**config.mk**
```make
export PLATFORM = sky130hd
export DESIGN_NAME = mem_port_arbiter
export DESIGN_NICKNAME = d
export VERILOG_FILES = /design/src/rtl/mem_port_arbiter.sv
export SDC_FILE = /design/constraint.sdc
export NUM_CORES = 1
export LEC_CHECK = 0
export CAP_MARGIN = 20
export CORE_AREA = 2 2 116 118
export DETAILED_ROUTE_END_ITERATION = 12
export DIE_AREA = 0 0 118 120
export GPL_TIMING_DRIVEN = 1
export PLACE_DENSITY = 0.8
export SYNTH_ARGS = -nofsm -noshare
export SYNTH_HDL_FRONTEND = slang
export SYNTH_SLANG_ARGS = --single-unit
```
**constraint.sdc**
```tcl
create_clock -name clk_i -period 4.7 [get_ports clk_i]
set_clock_uncertainty 0.15 [all_clocks]
set_input_delay 0.705 -clock clk_i [delete_from_list [all_inputs] [get_ports clk_i]]
set_output_delay 0.705 -clock clk_i [all_outputs]
set_load 0.1 [all_outputs]
```
**src/rtl/mem_port_arbiter.sv**
```systemverilog
// mem_port_arbiter: round-robin sharing of one fixed-latency synchronous-read memory between two ports
module mem_port_arbiter #(
    parameter int ADDR_W = 32,
    parameter int DATA_W = 32,
    parameter int RD_LAT = 1
) (
    input  logic              clk_i,
    input  logic              reset_i,
    input  logic              p0_req_i,
    input  logic              p0_we_i,
    input  logic [ADDR_W-1:0] p0_addr_i,
    input  logic [DATA_W-1:0] p0_wdata_i,
    output logic              p0_gnt_o,
    output logic              p0_rvalid_o,
    output logic [DATA_W-1:0] p0_rdata_o,
    input  logic              p1_req_i,
    input  logic              p1_we_i,
    input  logic [ADDR_W-1:0] p1_addr_i,
    input  logic [DATA_W-1:0] p1_wdata_i,
    output logic              p1_gnt_o,
    output logic              p1_rvalid_o,
    output logic [DATA_W-1:0] p1_rdata_o,
    output logic              mem_en_o,
    output logic              mem_we_o,
    output logic [ADDR_W-1:0] mem_addr_o,
    output logic [DATA_W-1:0] mem_wdata_o,
    input  logic [DATA_W-1:0] mem_rdata_i
);
    localparam int CNT_W = $clog2(RD_LAT + 1);
    typedef enum logic [1:0] {IDLE, WAIT, RESP} state_t;
    state_t           state;
    logic             last_gnt;
    logic             owner;
    logic [CNT_W-1:0] cnt;
    logic             win;
    logic             gnt_any;
    logic             sel_we;
    // Round-robin winner selection and memory port steering; nothing is granted in WAIT or under reset
    always_comb begin
        win         = (p0_req_i && p1_req_i) ? ~last_gnt : p1_req_i;
        gnt_any     = reset_i && (state != WAIT) && (p0_req_i || p1_req_i);
        sel_we      = win ? p1_we_i : p0_we_i;
        p0_gnt_o    = gnt_any && !win;
        p1_gnt_o    = gnt_any && win;
        mem_en_o    = gnt_any;
        mem_we_o    = gnt_any && sel_we;
        mem_addr_o  = gnt_any ? (win ? p1_addr_i : p0_addr_i) : '0;
        mem_wdata_o = gnt_any ? (win ? p1_wdata_i : p0_wdata_i) : '0;
    end
    // Access FSM: reads park in WAIT for RD_LAT cycles, data is captured on the last one and flagged in RESP
    always_ff @(posedge clk_i or negedge reset_i) begin
        if (!reset_i) begin
            state       <= IDLE;
            last_gnt    <= 1'b1;
            owner       <= 1'b0;
            cnt         <= '0;
            p0_rvalid_o <= 1'b0;
            p1_rvalid_o <= 1'b0;
            p0_rdata_o  <= '0;
            p1_rdata_o  <= '0;
        end else begin
            p0_rvalid_o <= 1'b0;
            p1_rvalid_o <= 1'b0;
            if (gnt_any)
                last_gnt <= win;
            case (state)
                WAIT: begin
                    cnt <= cnt - CNT_W'(1);
                    if (cnt == CNT_W'(1)) begin
                        state <= RESP;
                        if (owner) begin
                            p1_rdata_o  <= mem_rdata_i;
                            p1_rvalid_o <= 1'b1;
                        end else begin
                            p0_rdata_o  <= mem_rdata_i;
                            p0_rvalid_o <= 1'b1;
                        end
                    end
                end
                default: begin
                    state <= (gnt_any && !sel_we) ? WAIT : IDLE;
                    if (gnt_any && !sel_we) begin
                        owner <= win;
                        cnt   <= CNT_W'(RD_LAT);
                    end
                end
            endcase
        end
    end
endmodule

```
## Yosys cells after proc, flatten, opt, wreduce, memory -nomap -nowiden

Cells that the tools add are included.
W data, S select, Z words.

- Bitwise gates (word level): 3
- Multiplexer cells: 17
- $add $sub $neg: 1
- Reduce and logical (&&, ||, !) cells: 14
- Equal/unequal tests: 3

Operators by type and width:

| cell | count |
|---|---|
| $mux W32 | 4 |
| $mux W1 | 11 |
| $logic_and A1 B1 Y1 | 7 |
| $reduce_and A3 Y1 | 2 |
| $mux W2 | 2 |
| $not A1 Y1 | 3 |
| $eq A2 B1 Y1 const B | 1 |
| $logic_not A1 Y1 | 2 |
| $ne A2 B1 Y1 const B | 1 |
| $ne A2 B2 Y1 const B | 1 |
| $reduce_and A2 Y1 | 1 |
| $reduce_bool A2 Y1 | 1 |
| $logic_or A1 B1 Y1 | 1 |
| $sub A1 B1 Y1 const B | 1 |

- Logic and storage cells: 46
- Output and inout port bits: 134
- Input port bits: 166
- Register bits after elaboration: 71

## Longest topological paths before layout

- Depth after elaboration: 7
- Gate-level depth with buffers: 5
- Mapped depth without buffers: 3

## Worst setup path before layout

OpenSTA, ideal clock, no wires.

- Path type: input to output
- Start: input p1_req_i
- End: output mem_wdata_o[10]
- Path buffers: 1
- Path slack: 1.348 ns
- Data arrival time: 2.497 ns
- Stages on the path: 4
- Cell sequence: a21boi_2 > and3_1 > buf_2 > a22o_1

- Cells in the longest elaborated chain, start to end: 4
- Elaborated cells on any way between the ends: 6
- Those cells by class: 3 x mux; 3 x reduce/logical

RTL lines:

| element | line | RTL |
|---|---|---|
| from (decl) | 16 | `input logic p1_req_i,` |
| $logic_and A1 B1 Y1 | 40 | `win = (p0_req_i && p1_req_i) ? ~last_gnt : p1_req_i;` |
| $mux W1 | 40 |  |
| $mux W32 | 48 | `mem_wdata_o = gnt_any ? (win ? p1_wdata_i : p0_wdata_i) : '0;` |
| $mux W32 * | 48 |  |
| to (decl) | 26 | `output logic [DATA_W-1:0] mem_wdata_o,` |

Every way passes the cells marked *; elsewhere a longest branch is shown, timed or not.

## Worst setup path after layout

- Start: input p0_req_i
- End: output mem_addr_o[3]

- Cells in the longest elaborated chain, start to end: 4
- Elaborated cells on any way between the ends: 6
- Those cells by class: 3 x mux; 3 x reduce/logical

RTL lines:

| element | line | RTL |
|---|---|---|
| from (decl) | 9 | `input logic p0_req_i,` |
| $logic_and A1 B1 Y1 | 40 |  |
| $mux W1 | 40 |  |
| $mux W32 | 47 | `mem_addr_o = gnt_any ? (win ? p1_addr_i : p0_addr_i) : '0;` |
| $mux W32 * | 47 |  |
| to (decl) | 25 | `output logic [ADDR_W-1:0] mem_addr_o,` |

Marked as above.

==> out/summary.txt <==
most frequent cells in the layout - clkdlybuf4s50_1, dfrtp_1, a22o_1, mux2_1, buf_4
Final GP Congestion - 0.9973
worst skew pair latency - 0.33 ns
Reg clk slew, reported paths - 0.06 ns
R2R cell count - 3
Overall Global Routing Usage - 0.2090
Post-Syn Area per Cell - 13.69 µm²
Yosys reg bits - 71
Max Transition Viols Final - 0
First DRT Iteration DRCs - 157
total setup buffers inserted after CTS - 0
clock sinks - 71
Worst setup SP type - input pin
worst reg2reg setup slack - 2.35 ns
Starting Density - 0.2615
WP data arrival - 3.04 ns
Peak Freq - 256.7 MHz
layout cells sized above 1 - 0.1828
root buffer cell - clkbuf_16
Max Root-Sink Buffers - 2
CTS tree - yes
Via Count - 3447
H-tree depth - 3
slowest CP cell - and3_2
ordered cell list for the critical path - clkdlybuf4s50_1 > a21boi_2 > and3_2 > buf_4 > a22o_1 > buf_12
Critical R2R Capture - p1_rdata_o[13]
first-pass GRT wire length - 22180 µm
cts-stage hold buffer count - 0
DRT Pass-1 Iters - 4
slowest cell delay on critical path - 0.71 ns
global route total overflow - 0
Horiz. Die Dim - 118 µm
Final nets - 708
vias per inst - 4.748
Chip Height - 120 µm
area grow syn2layout - 104.0%
r2r startpoint - state[1]
Setup violations, final - 0
Cell Area, Synth - 0.003395 mm²
dpl hpwl - 12420 µm
WHS - 0.3326 ns
vias in the first global route - 3727
hold crit path type - register to register
RSZ-0062 raised after global routing - false
cells after synthesis - 248
row count - 42
initial antenna violation count - 3
max cap viols - 0
IO Pins - 300
worst slew margin relative to its limit - 0.3044
WHS Endpoint - p0_rdata_o[6]
drt drc - 0
Final Hold Fails - 0
Slew @ Worst Pin - 1.041 ns
most common cell after layout, fill and taps aside - clkdlybuf4s50_1
placed insts - 707
setup TNS - 0 ns
Post-CTS Resized - 0
hold path depth - 1
Cell Count, Final, Fillers Out - 726
full die area - 0.01416 mm²
Crit Path Category - input pin to output port
IO Port Bufs - 299
Yosys warning count - 0
fin crit share - 0.8289
hold path startpoint - p0_rdata_o[6]
residual antenna-violating net count after detailed routing - 0
largest net degree at the start of global routing - 75
Avg WL per Cell - 20.52 µm
Worst Path Required - 3.85 ns
outcome - completed
Yosys cell types - 26
Seq/Total Area, Yosys - 0.5238
CTS buffer count - 9
min Tclk post-route - 3.896 ns
Crit. End Element - output port
peak fanout along the critical path - 39
syn_nets - 414
Core ar. - 0.01298 mm²
Fill cells - 1129
final WL - 14900 µm
[metrics by stage]
stage,utilization,worst slack [ns],area [µm²]
after detailed placement,0.5093,0.8085,6610
after CTS,0.5330,0.8143,6918
final,0.5335,0.8041,6925
after global routing,0.5334,0.6798,6923
after global placement,0.5093,0.9739,6610
after floorplan,-,1.348,3395
[kinds of logic (layout without fill, tap and decap cells)]
kind of cell / count (synthesis) / count (layout) / synth area share
and+or+nand+nor: 14 / 14 / 0.02838
DFF: 71 / 71 / 0.5238
buffers and inverters: 26 / 325 / 0.05049
muxes: 64 / 64 / 0.2123
other: 0 / 3 / 0
AOI/OAI and AO/OA: 73 / 73 / 0.1850
[flip-flops by register name, summed over array words and instances (netlist names)]
| signal | flops |
|---|---|
| owner | 1 |
| p1_rdata_o | 32 |
| last_gnt | 1 |
| p0_rdata_o | 32 |
| p1_rvalid_o | 1 |
| cnt | 1 |
| p0_rvalid_o | 1 |
| state | 2 |
[area by class of cell]
cell class | count | area, µm² | area share
repair buffers | 303 | 3138 | 0.4531
well taps | 176 | 220.2 | 0.03180
multi-input cells | 151 | 1451 | 0.2096
flip-flops and latches | 71 | 1778 | 0.2567
clock buffers | 10 | 239.0 | 0.03451
clock inverters | 6 | 68.82 | 0.009937
inverters | 6 | 22.52 | 0.003252
diodes | 3 | 7.507 | 0.001084
[routing by layer]
metal  vias to the layer above  share of wire  GRT usage
li1                       1541              -          -
met1                      1670           0.35     0.2225
met2                       203           0.50     0.3634
met3                        33           0.11    0.08508
met4                         0          0.036    0.09413
met5                         -              0          0
[critical path: cells and delay by family]
family / cells / cell delay (ns)
AND/OR/NAND/NOR: 1 / 0.71
AO/OA/AOI/OAI: 2 / 0.55
buffers and inverters: 3 / 1.05
[worst max-delay path by stage]
stage                     depth (start not counted)  startpoint              end
after floorplan                                   4    p1_req_i  mem_wdata_o[10]
after global placement                            6    p0_req_i    mem_addr_o[3]
after detailed placement                          6    p0_req_i    mem_addr_o[0]
after CTS                                         6    p0_req_i    mem_addr_o[0]
after global routing                              6    p0_req_i    mem_addr_o[3]
final                                             6    p0_req_i    mem_addr_o[3]
[cell usage after synthesis]
master,count,area share
dfstp_2,1,0.0077
a41oi_1,1,0.0026
and3_1,1,0.0018
nor4_4,1,0.0063
a22o_1,64,0.17
and2b_4,1,0.0029
o22ai_1,2,0.0037
o21ai_1,1,0.0015
a32oi_1,2,0.0052
a21oi_1,1,0.0015
inv_1,2,0.0022
nor2_1,4,0.0044
o31ai_1,1,0.0022
clkbuf_1,1,0.0011
mux2_1,64,0.21
nor2_2,1,0.0018
buf_6,4,0.013
nand3b_1,1,0.0022
nand2_1,2,0.0022
a21boi_2,1,0.0033
inv_2,4,0.0044
buf_4,10,0.022
buf_2,5,0.0074
nand3_2,1,0.0029
dfrtp_1,70,0.52
nand2b_1,2,0.0037
Power is not shown: default switching activity piles up to over one toggle a cycle in this logic, so the estimate is an artifact.
